`config.mk`:
```
export PLATFORM = sky130hd
export DESIGN_NAME = countdown_timer
export DESIGN_NICKNAME = d
export VERILOG_FILES = /design/src/rtl/countdown_pkg.sv /design/src/rtl/countdown_prescaler.sv /design/src/rtl/countdown_timer.sv
export SDC_FILE = /design/constraint.sdc
export NUM_CORES = 1
export LEC_CHECK = 0
export ABC_AREA = 1
export CAP_MARGIN = 20
export CELL_PAD_IN_SITES_DETAIL_PLACEMENT = 2
export CELL_PAD_IN_SITES_GLOBAL_PLACEMENT = 2
export CORE_MARGIN = 5
export CORE_UTILIZATION = 30
export CTS_BUF_LIST = sky130_fd_sc_hd__clkbuf_4 sky130_fd_sc_hd__clkbuf_8
export CTS_CLUSTER_SIZE = 25
export DETAILED_ROUTE_END_ITERATION = 7
export GPL_TIMING_DRIVEN = 0
export PLACE_DENSITY = 0.95
export RECOVER_POWER = 100
export SETUP_SLACK_MARGIN = 0.3
export SYNTH_ARGS = -nofsm -noshare
export SYNTH_HDL_FRONTEND = slang
export SYNTH_HIERARCHICAL = 1
export SYNTH_SLANG_ARGS = --single-unit
export TNS_END_PERCENT = 100
```
`constraint.sdc`:
```
create_clock -name CLK -period 2.91 [get_ports CLK]
set_input_delay 0.582 -clock CLK [delete_from_list [all_inputs] [get_ports CLK]]
set_output_delay 0.582 -clock CLK [all_outputs]
set_load 0.005 [all_outputs]
```
`src/rtl/countdown_pkg.sv`:
```
// Shared types and default widths for the countdown timer.
// Build option COUNTDOWN_AUTO_RELOAD_EN is consumed by countdown_timer only.
package countdown_pkg;

    typedef enum logic [1:0] {
        IDLE    = 2'd0,
        RUN     = 2'd1,
        EXPIRED = 2'd2
    } state_e;

    localparam int CD_WIDTH      = 16;
    localparam int CD_PRESCALE_W = 8;

endpackage

```
`src/rtl/countdown_prescaler.sv`:
```
// Prescaler for the countdown timer: emits a tick when the running count matches PRE.
// The compare uses the registered count, so the tick is known early in the cycle.
module countdown_prescaler
    import countdown_pkg::*;
#(
    parameter int PRESCALE_W = CD_PRESCALE_W
) (
    input  logic                  CLK,
    input  logic                  RST_N,
    input  logic                  clr,
    input  logic                  en,
    input  logic [PRESCALE_W-1:0] PRE,
    output logic                  tick
);

    localparam logic [PRESCALE_W-1:0] CNT_ONE = PRESCALE_W'(1);

    logic [PRESCALE_W-1:0] cnt_q, cnt_d;

    assign tick = en && (cnt_q == PRE);

    // If PRE drops below cnt_q the count runs up to all-ones and wraps.
    always_comb begin
        cnt_d = cnt_q;
        if (clr) begin
            cnt_d = '0;
        end else if (en) begin
            cnt_d = tick ? '0 : cnt_q + CNT_ONE;
        end
    end

    // NOTE: sequential state is updated with <= so every flop samples pre-edge values.
    always_ff @(posedge CLK or negedge RST_N) begin
        if (!RST_N) begin
            cnt_q <= '0;
        end else begin
            cnt_q <= cnt_d;
        end
    end

endmodule

```
`src/rtl/countdown_timer.sv`:
```
// Loadable down-counter with prescaler, pause/resume and stop-at-zero DONE flag.
// Define COUNTDOWN_AUTO_RELOAD_EN for periodic reload with a one-cycle DONE pulse.
module countdown_timer
    import countdown_pkg::*;
#(
    parameter int WIDTH      = CD_WIDTH,
    parameter int PRESCALE_W = CD_PRESCALE_W
) (
    input  logic                  CLK,
    input  logic                  RST_N,
    input  logic                  ST,
    input  logic [WIDTH-1:0]      X,
    input  logic                  GO,
    input  logic                  STOP,
    input  logic                  ACK,
    input  logic [PRESCALE_W-1:0] PRE,
    output logic [WIDTH-1:0]      OUT,
    output logic                  BUSY,
    output logic                  DONE
);

    localparam logic [WIDTH-1:0] ONE = WIDTH'(1);

    state_e           state_q, state_d;
    logic [WIDTH-1:0] out_q, out_d;
    logic [WIDTH-1:0] reload_q, reload_d;
    logic [WIDTH-1:0] eff_out;
    logic             busy_q, busy_d;
    logic             done_q, done_d;
    logic             pre_en;
    logic             tick;

`ifdef COUNTDOWN_AUTO_RELOAD_EN
    logic done_pulse;
    logic unused_ack;
    assign unused_ack = ACK;
`endif

    // The prescaler only advances on cycles where RUN is not pre-empted by ST or STOP.
    assign pre_en = (state_q == RUN) && !ST && !STOP;

    countdown_prescaler #(
        .PRESCALE_W(PRESCALE_W)
    ) u_prescaler (
        .CLK   (CLK),
        .RST_N (RST_N),
        .clr   (ST),
        .en    (pre_en),
        .PRE   (PRE),
        .tick  (tick)
    );

    // NOTE: every signal gets a default first so no path through this block infers a latch.
    always_comb begin
        state_d  = state_q;
        out_d    = out_q;
        reload_d = reload_q;
        eff_out  = ST ? X : out_q;
`ifdef COUNTDOWN_AUTO_RELOAD_EN
        done_pulse = 1'b0;
`endif
        if (ST) begin
            reload_d = X;
            out_d    = X;
        end

        if (GO && state_q == IDLE) begin
            if (eff_out == '0) begin
`ifdef COUNTDOWN_AUTO_RELOAD_EN
                done_pulse = 1'b1;
`else
                state_d = EXPIRED;
`endif
            end else begin
                state_d = RUN;
            end
        end else if (state_q == RUN && !ST) begin
            if (STOP) begin
                state_d = IDLE;
            end else if (tick) begin
                if (out_q > ONE) begin
                    out_d = out_q - ONE;
                end else begin
`ifdef COUNTDOWN_AUTO_RELOAD_EN
                    out_d      = reload_q;
                    done_pulse = 1'b1;
                    if (reload_q == '0) begin
                        state_d = IDLE;
                    end
`else
                    out_d   = '0;
                    state_d = EXPIRED;
`endif
                end
            end
`ifndef COUNTDOWN_AUTO_RELOAD_EN
        end else if (state_q == EXPIRED && ACK && !ST) begin
            state_d = IDLE;
`endif
        end

        busy_d = (state_d == RUN);
`ifdef COUNTDOWN_AUTO_RELOAD_EN
        done_d = done_pulse;
`else
        done_d = (state_d == EXPIRED);
`endif
    end

    always_ff @(posedge CLK or negedge RST_N) begin
        if (!RST_N) begin
            state_q  <= IDLE;
            out_q    <= '0;
            reload_q <= '0;
            busy_q   <= 1'b0;
            done_q   <= 1'b0;
        end else begin
            state_q  <= state_d;
            out_q    <= out_d;
            reload_q <= reload_d;
            busy_q   <= busy_d;
            done_q   <= done_d;
        end
    end

    assign OUT  = out_q;
    assign BUSY = busy_q;
    assign DONE = done_q;

endmodule

```
==> flow_summary_export.csv, run 1 <==
group,metric,value,unit
status,outcome,"complete, no violations",
timing,slew_headroom,0.2555,
finish,layout-drive-gt1-share,0.1335,
min_path,hp-class,"reg -> reg",
timing,period_needed,2.605,ns
global_route,grt_overflow,0,
min_path,whs_path_depth,1,
worst_setup_path,worstReg2RegEnd,"OUT[9]",
timing,hold_viol,0,
place,place.gp.congestion,0.7585,
floorplan,die_y,93.06,µm
floorplan,die_w,93.06,µm
worst_setup_path,worstRegToRegCells,14,
finish,fin_nets,386,
clocking,cts_tree,"done",
drt,drc,0,
clocking,clkLatencyLatePin,0.30,ns
finish,mostFrequentLayoutCell,"nand2_1",
clocking,cts.reportedPaths.clkPinSlew,0.11,ns
timing,fin_crit_sh,0.8951,
clocking,cts.sinks,28,
finish,insertedDiodeCount,0,
logic_synthesis,syn_area_per_cell,6.968,µm²
finish,n_fill_cell,822,
global_route,grt_pass1_vias,2552,
worst_setup_path,worstReg2RegStart,"state_q[1]",
worst_setup_path,crit_required,3.11,ns
place,portBuffers,47,
logic_synthesis,ys_types,29,
floorplan,fp.dieArea,8659,µm²
timing,whs,0.5656,ns
finish,final_cell_mix,"98 x nand2_1, 39 x nor2_1, 32 x inv_1",
drt,viasPerCell,4.998,
drt,drtIter0Drc,47,
timing,grt_setup_unrepaired,"false",
worst_setup_path,rrSetupSlack,0.65,ns
timing,finalMaxSlewViolations,0,
min_path,holdCritStartpoint,"OUT[0]",
worst_setup_path,critPathCaptureType,"flop",
min_path,min_to,"OUT[0]",
worst_setup_path,startpoint_type,"input pin",
global_route,grt_usage,0.1852,
logic_synthesis,synth_nets,330,
logic_synthesis,syn_inst,297,
power,leakage,0.001288,µW
logic_synthesis,ys_ff_latch,28,
timing,fmax,383.9,MHz
timing,finalSetupViolations,0,
logic_synthesis,yosys_warnings,6,
clocking,root_buffer,"clkbuf_8",
power,power,1191,µW
worst_setup_path,critPathMaxFanout,10,
floorplan,core,6756,µm²
floorplan,std_cell_rows,30,
global_route,antenna_found_initial,0,
floorplan,io_pins,48,
place,hpwl,5879,µm
drt,vias,2159,
drt,routedWlPerCell,17.15,µm
finish,syn_to_final_growth,31.38,%
power,irDropWorstVdd,0.1544,mV
drt,dr.pass1.iters,4,
logic_synthesis,synthesis.area,2069,µm²
clocking,h-tree-depth,1,
clocking,cts_buffer_depth,2,
timing,tightest_slew,1.117,ns
clocking,cts_buffers,3,
global_route,grt_max_degree,19,
worst_setup_path,worstSetupPathType,"in -> reg",
timing,final.setup.tns,0,ns
floorplan,initial_core_util,0.3063,
timing,skew,0.01742,ns
drt,ant_nets,0,
worst_setup_path,cp_data_arrival_time,2.81,ns
run,max_cap_violations,0,
global_route,grt_pass1_wl,12610,µm
power,power.density,438.0,nW/µm²
drt,wl,7409,µm
logic_synthesis,ys_seq_area_frac,0.3386,
metal layers:
metal  GRT usage  up-vias  part of all wire
met1      0.2060     1067              0.40
met5           0        -                 0
met2      0.3587       49              0.54
li1            -     1022                 -
met3     0.02494       21             0.029
met4     0.05983        0             0.030
cells in the mapped netlist, drive strengths merged:
| library cell | n | area [µm²] |
|---|---|---|
| xnor2 | 2 | 17.52 |
| ha | 3 | 37.54 |
| clkinv | 2 | 12.51 |
| o21ai | 31 | 192.7 |
| buf | 4 | 32.53 |
| nor3 | 1 | 5.000 |
| nand4 | 1 | 6.260 |
| nor2 | 49 | 229.0 |
| dfrtp | 28 | 700.7 |
| nand3b | 1 | 7.510 |
| nand3 | 14 | 105.1 |
| a21oi | 5 | 40.04 |
| inv | 39 | 146.4 |
| xor2 | 16 | 140.1 |
| clkbuf | 1 | 3.750 |
| nand2 | 100 | 392.9 |
what timing repair did:
item                                    CTS  global route
gates resized for setup                   2             0
endpoints found under the setup margin   20            14
setup buffers                             0             3
pin swaps                                 0             1
hold buffers                              0             0
power by group:
| group | leakage, µW | internal, µW | switching, µW | total (µW) |
|---|---|---|---|---|
| registers | 0.000355 | 438 | 50.2 | 489 |
| logic | 0.000897 | 167 | 211 | 378 |
| clock network | 0.0000357 | 185 | 140 | 325 |
| total | 0.00129 | 790 | 401 | 1190 |
final cells by class:
cell class | instances | area [µm²] | share of cell area
timing repair buffer | 51 | 495.5 | 0.1822
sequential | 28 | 700.7 | 0.2577
inverter | 41 | 158.9 | 0.05844
tap | 80 | 100.1 | 0.03682
buffer | 5 | 36.28 | 0.01335
multi-input combinational | 223 | 1156 | 0.4252
clock buffer | 3 | 41.29 | 0.01519
clock inverter | 1 | 30.03 | 0.01104
metrics by stage:
step                setup slack [ns]  cell area, µm²    util  cells
floorplan                     0.7339            2069       -    297
global placement             -0.2041            2640  0.3907    424
detailed placement           -0.2689            2668  0.3948    425
CTS                           0.3024            2738  0.4052    429
global route                  0.1656            2719  0.4024    432
finish                        0.3054            2719  0.4024    432
flip-flops by register name, summed over array words and instances, names as in the netlist:
name,cells
BUSY,1
DONE,1
OUT,16
state_q,2
u_prescaler/cnt_q,8
worst max path at each step:
stage	start	end	slack (ns)	cells after the start
after global placement	ST	OUT[14]	-0.20	16
after detailed placement	ST	OUT[14]	-0.27	16
after global routing	ST	OUT[9]	0.17	16
after CTS	ST	OUT[1]	0.30	16
final	ST	OUT[9]	0.31	16
after floorplan	ST	OUT[14]	0.73	15
kinds of logic (layout without fill, tap and decap cells):
kind of cell | Yosys count | in the layout | synth area share
XOR/XNOR | 18 | 18 | 0.07618
AND/OR/NAND/NOR | 166 | 166 | 0.3603
flip-flops | 28 | 28 | 0.3386
buffers and inverters | 46 | 101 | 0.09431
AO/OA/AOI/OAI | 36 | 36 | 0.1125
adder cells (fa/ha/maj) | 3 | 3 | 0.01814
worst max-delay path, stage by stage:
cell	delay [ns]
dlygate4sd2_1	0.31
buf_6	0.18
clkinv_4	0.09
nand3_4	0.07
nor2_1	0.20
inv_2	0.08
a21oi_2	0.10
nand2_1	0.06
nor2_1	0.18
nand3_4	0.15
inv_2	0.12
nand2_4	0.11
a21oi_4	0.19
buf_4	0.15
nand2_1	0.04
o21ai_0	0.21
Note: power is estimated with default switching activity, not from simulation.
==> inputs of run 2 (changes only) <==
--- a/config.mk
+++ b/config.mk
@@ -18,6 +18,7 @@
 export PLACE_DENSITY = 0.95
 export RECOVER_POWER = 100
 export SETUP_SLACK_MARGIN = 0.3
+export SKIP_CTS_REPAIR_TIMING = 1
 export SYNTH_ARGS = -nofsm -noshare
 export SYNTH_HDL_FRONTEND = slang
 export SYNTH_HIERARCHICAL = 1
==> flow_summary_export.csv, run 2 (same netlist as run 1, synthesis figures left out) <==
group,metric,value,unit
status,outcome,"complete, no violations",
clocking,clkLatencyLatePin,0.29,ns
place,place.gp.congestion,0.7585,
timing,finalMaxSlewViolations,0,
drt,ant_nets,0,
global_route,grt_max_degree,19,
timing,fin_crit_sh,0.8687,
finish,final_cell_mix,"98 x nand2_1, 38 x nor2_1, 34 x inv_1",
worst_setup_path,cp_slowest_cell,"clkbuf_1",
place,dp_slack,-0.2689,ns
timing,tightest_slew,1.114,ns
worst_setup_path,worstSetupPathType,"in -> reg",
finish,syn_to_final_growth,30.17,%
timing,period_needed,2.528,ns
power,irDropWorstVdd,0.1544,mV
worst_setup_path,worstPathCellList,"clkbuf_1 > buf_6 > clkinv_4 > nand3_4 > nor2_4 > inv_1 > a21oi_2 > nand2_1 > nor2_1 > nand3_1 > inv_1 > nand2_4 > clkbuf_1 > nand2_1 > o21ai_2",
worst_setup_path,startpoint_type,"input pin",
floorplan,die_w,93.06,µm
timing,finalSetupViolations,0,
power,power,1191,µW
min_path,hp-class,"reg -> reg",
drt,routedWlPerCell,17.05,µm
floorplan,die_y,93.06,µm
global_route,antenna_found_initial,0,
drt,dr.pass1.iters,4,
place,hpwl,5879,µm
drt,drc,0,
floorplan,std_cell_rows,30,
drt,wl,7333,µm
power,leakage,0.001276,µW
worst_setup_path,critPathMaxFanout,10,
clocking,cts.reportedPaths.clkPinSlew,0.09,ns
timing,slew_headroom,0.2576,
worst_setup_path,cp_data_arrival_time,2.74,ns
finish,mostFrequentLayoutCell,"nand2_1",
finish,utilization,0.3987,
drt,vias,2128,
drt,viasPerCell,4.949,
global_route,grt_pass1_vias,2552,
finish,insertedDiodeCount,0,
global_route,busiest_layer,"met2",
clocking,h-tree-depth,1,
finish,largest_reg_flops,16,
drt,drtIter0Drc,52,
floorplan,io_pins,48,
global_route,grt_overflow,0,
place,portBuffers,47,
place,dpl.cell_count,425,
clocking,cts_buffers,3,
finish,final_cells,430,
timing,grt_setup_unrepaired,"false",
global_route,grt_use_met3,0.02494,
run,max_cap_violations,0,
finish,layout-drive-gt1-share,0.1229,
worst_setup_path,crit_required,3.12,ns
power,power.density,442.1,nW/µm²
worst_setup_path,critPathCaptureType,"flop",
clocking,cts.sinks,28,
global_route,grt_usage,0.1852,
timing,skew,0.01715,ns
finish,final_cell_area,2694,µm²
clocking,root_buffer,"clkbuf_8",
global_route,grt_pass1_wl,12610,µm
global_route,grtUsageMet1,0.2060,
clocking,cts_tree,"done",
timing,setup_ws,0.3822,ns
timing,fmax,395.6,MHz
worst_setup_path,cpPeakStageDelay,0.44,ns
clocking,cts_buffer_depth,2,
floorplan,core,6756,µm²
finish,n_fill_cell,829,
finish,fin_nets,384,
floorplan,fp.dieArea,8659,µm²
place,dpl_cell_area,2668,µm²
floorplan,initial_core_util,0.3063,
timing,hold_viol,0,
global_route,grtUsageMet2,0.3587,
==> run 2: cell count changes in the layout (fill, tap and decap cells not counted), sizes merged <==
cell	change
buf	-2
clkbuf	+1
dlygate4sd2	-1
==> run 2: worst paths after layout <==
kind / startpoint / endpoint / slack (ns) / cells after the start
setup / recovery: ST / OUT[5] / 0.38 / 15
setup reg to reg: state_q[1] / OUT[4] / 0.61 / 14
hold / removal: OUT[0] / OUT[0] / 0.57 / 1
min in group asynchronous: RST_N / OUT[12] / 0.68 / 1
max in group asynchronous: RST_N / u_prescaler/cnt_q[4] / 0.83 / 2
hold reg to reg: OUT[0] / OUT[0] / 0.57 / 1
==> run 2: per-layer routing <==
layer / share of wire / vias up
li1: - / 1016
met1: 0.40 / 1048
met2: 0.55 / 47
met3: 0.027 / 17
met4: 0.024 / 0
met5: 0 / -
==> run 2: cell type report <==
class | instances | area (µm²) | share of cell area
Buffer | 5 | 36.28 | 0.01347
Clock buffer | 3 | 41.29 | 0.01533
Tap cell | 80 | 100.1 | 0.03716
Timing Repair Buffer | 49 | 475.5 | 0.1765
Inverter | 41 | 158.9 | 0.05899
Multi-Input combinational cell | 223 | 1151 | 0.4273
Sequential cell | 28 | 700.7 | 0.2601
Clock inverter | 1 | 30.03 | 0.01115
==> run 2: where the power goes <==
group	switching, µW	internal, µW	total [µW]
sequential	49.9	438	488
clock	138	185	322
combinational	213	168	380
==> run 2: per-stage QoR <==
| stage | setup TNS, ns | hold slack, ns |
|---|---|---|
| global route | 0 | 0.5857 |
| global placement | -2.659 | 0.5278 |
| finish | 0 | 0.5655 |
| CTS | 0 | 0.5763 |
| detailed placement | -4.054 | 0.5637 |
| floorplan | 0 | 0.2864 |
==> run 2: critical path, delay by kind of cell <==
family	cells	cell delay [ns]
compound gates	2	0.13
buf+inv	6	1.23
simple gates	7	0.79
==> inputs of run 3 (changes only) <==
--- a/config.mk
+++ b/config.mk
@@ -15,6 +15,7 @@
 export CTS_CLUSTER_SIZE = 25
 export DETAILED_ROUTE_END_ITERATION = 7
 export GPL_TIMING_DRIVEN = 0
+export MAX_ROUTING_LAYER = met4
 export PLACE_DENSITY = 0.95
 export RECOVER_POWER = 100
 export SETUP_SLACK_MARGIN = 0.3
==> flow_summary_export.csv, run 3 (same netlist as run 1, synthesis figures left out) <==
group,metric,value,unit
status,outcome,"complete, no violations",
finish,seq_area,700.7,µm²
worst_setup_path,cp-startpoint,"ST",
timing,period_needed,2.530,ns
worst_setup_path,startpoint_type,"input pin",
worst_setup_path,worstSetupPathType,"in -> reg",
finish,mostFrequentLayoutCell,"nand2_1",
clocking,h-tree-depth,1,
worst_setup_path,rrSetupSlack,0.61,ns
global_route,grt_usage,0.1903,
finish,insertedDiodeCount,0,
drt,routedWlPerCell,17.08,µm
place,place.gp.congestion,0.7684,
power,p_sw,400.5,µW
floorplan,die_y,93.06,µm
clocking,cts_buffers,3,
worst_setup_path,crit_required,3.12,ns
place,portBuffers,47,
drt,ant_nets,0,
worst_setup_path,critPathCaptureType,"flop",
floorplan,core,6756,µm²
clocking,cts_buffer_depth,2,
worst_setup_path,cp_data_arrival_time,2.74,ns
place,dpl_cell_area,2668,µm²
power,leakage,0.001276,µW
place,hpwl,5879,µm
finish,final_cells,430,
power,p_int,790.9,µW
drt,dr.pass1.iters,4,
place,dpl.cell_count,425,
timing,grt_setup_unrepaired,"false",
finish,multi_input_area,1151,µm²
drt,viasPerCell,4.937,
clocking,cts.sinks,28,
global_route,grt_overflow,0,
timing,finalSetupViolations,0,
global_route,grt_pass1_wl,12610,µm
finish,layout-drive-gt1-share,0.1229,
min_path,holdCritStartpoint,"OUT[0]",
floorplan,initial_core_util,0.3063,
drt,drtIter0Drc,44,
min_path,hp-class,"reg -> reg",
finish,final_cell_area,2694,µm²
floorplan,die_w,93.06,µm
timing,tightest_slew,1.111,ns
floorplan,std_cell_rows,30,
power,power.density,442.2,nW/µm²
floorplan,fp.dieArea,8659,µm²
worst_setup_path,worstReg2RegStart,"state_q[1]",
finish,syn_to_final_growth,30.17,%
global_route,antenna_found_initial,0,
drt,vias,2123,
timing,fin_crit_sh,0.8695,
clocking,cts_tree,"done",
timing,finalMaxSlewViolations,0,
drt,wl,7343,µm
power,irDropWorstVdd,0.1544,mV
timing,skew,0.01726,ns
power,power_frac_seq,0.410,
global_route,grt_max_degree,19,
timing,hold_viol,0,
global_route,grt_pass1_vias,2550,
drt,drc,0,
timing,slew_headroom,0.2596,
worst_setup_path,critPathMaxFanout,10,
power,combPwrFrac,0.319,
clocking,clkLatencyLatePin,0.29,ns
finish,largest_reg_flops,16,
run,max_cap_violations,0,
clocking,root_buffer,"clkbuf_8",
clocking,cts.reportedPaths.clkPinSlew,0.09,ns
floorplan,io_pins,48,
timing,whs,0.5550,ns
finish,fin_nets,384,
timing,fmax,395.2,MHz
power,clkPwrFrac,0.271,
finish,final_cell_mix,"98 x nand2_1, 38 x nor2_1, 34 x inv_1",
power,swShare,0.3362,
power,power,1191,µW
finish,n_fill_cell,829,
## run 3: cell counts in the layout (fill, tap and decap cells not counted)
No cell type changed its count.
## run 3: per-stage QoR
| step | worst slack, ns | TNS, ns | utilization |
|---|---|---|---|
| 6_report | 0.3796 | 0 | 0.3987 |
| 5_1_grt | 0.1932 | 0 | 0.3987 |
| 4_1_cts | 0.002297 | 0 | 0.4054 |
| 3_5_place_dp | -0.2689 | -4.054 | 0.3948 |
| 3_3_place_gp | -0.2041 | -2.659 | 0.3907 |
| 2_1_floorplan | 0.7339 | 0 | - |
## run 3: final cells by class
cell class | instances | area share
clock buffer | 3 | 0.01533
buffer | 5 | 0.01347
tap | 80 | 0.03716
clock inverter | 1 | 0.01115
multi-input combinational | 223 | 0.4273
timing repair buffer | 49 | 0.1765
sequential | 28 | 0.2601
inverter | 41 | 0.05899
## run 3: layer usage
metal  share of wire  track usage  vias to the layer above
li1                -            -                     1015
met1            0.41       0.2070                     1046
met2            0.55       0.3587                       47
met3           0.026      0.02333                       15
met4           0.021      0.05983                        0
met5               0            -                        -
## run 3: worst max-delay path, cell delays in order
cell and delay [ns]:
clkbuf_1 0.24, buf_6 0.20, clkinv_4 0.10, nand3_4 0.10
nor2_4 0.05, inv_1 0.10, a21oi_2 0.04, nand2_1 0.06
nor2_1 0.04, nand3_1 0.22, inv_1 0.15, nand2_4 0.17
clkbuf_1 0.44, nand2_1 0.15, o21ai_2 0.09
## run 3: power groups by stage
stage	Sequential [µW]	Combinational (µW)	Clock (µW)
6_report	489	380	322
3_5_place_dp	499	399	0
5_1_grt	499	427	352
3_3_place_gp	494	369	0
2_1_floorplan	489	208	0
4_1_cts	492	404	329
## run 3: final timing paths
| path | endpoint | depth (start not counted) |
|---|---|---|
| setup / recovery | OUT[5] | 15 |
| hold / removal | OUT[0] | 1 |
| setup reg to reg | OUT[4] | 14 |
| hold reg to reg | OUT[0] | 1 |
| max in group asynchronous | u_prescaler/cnt_q[4] | 2 |
| min in group asynchronous | OUT[12] | 1 |
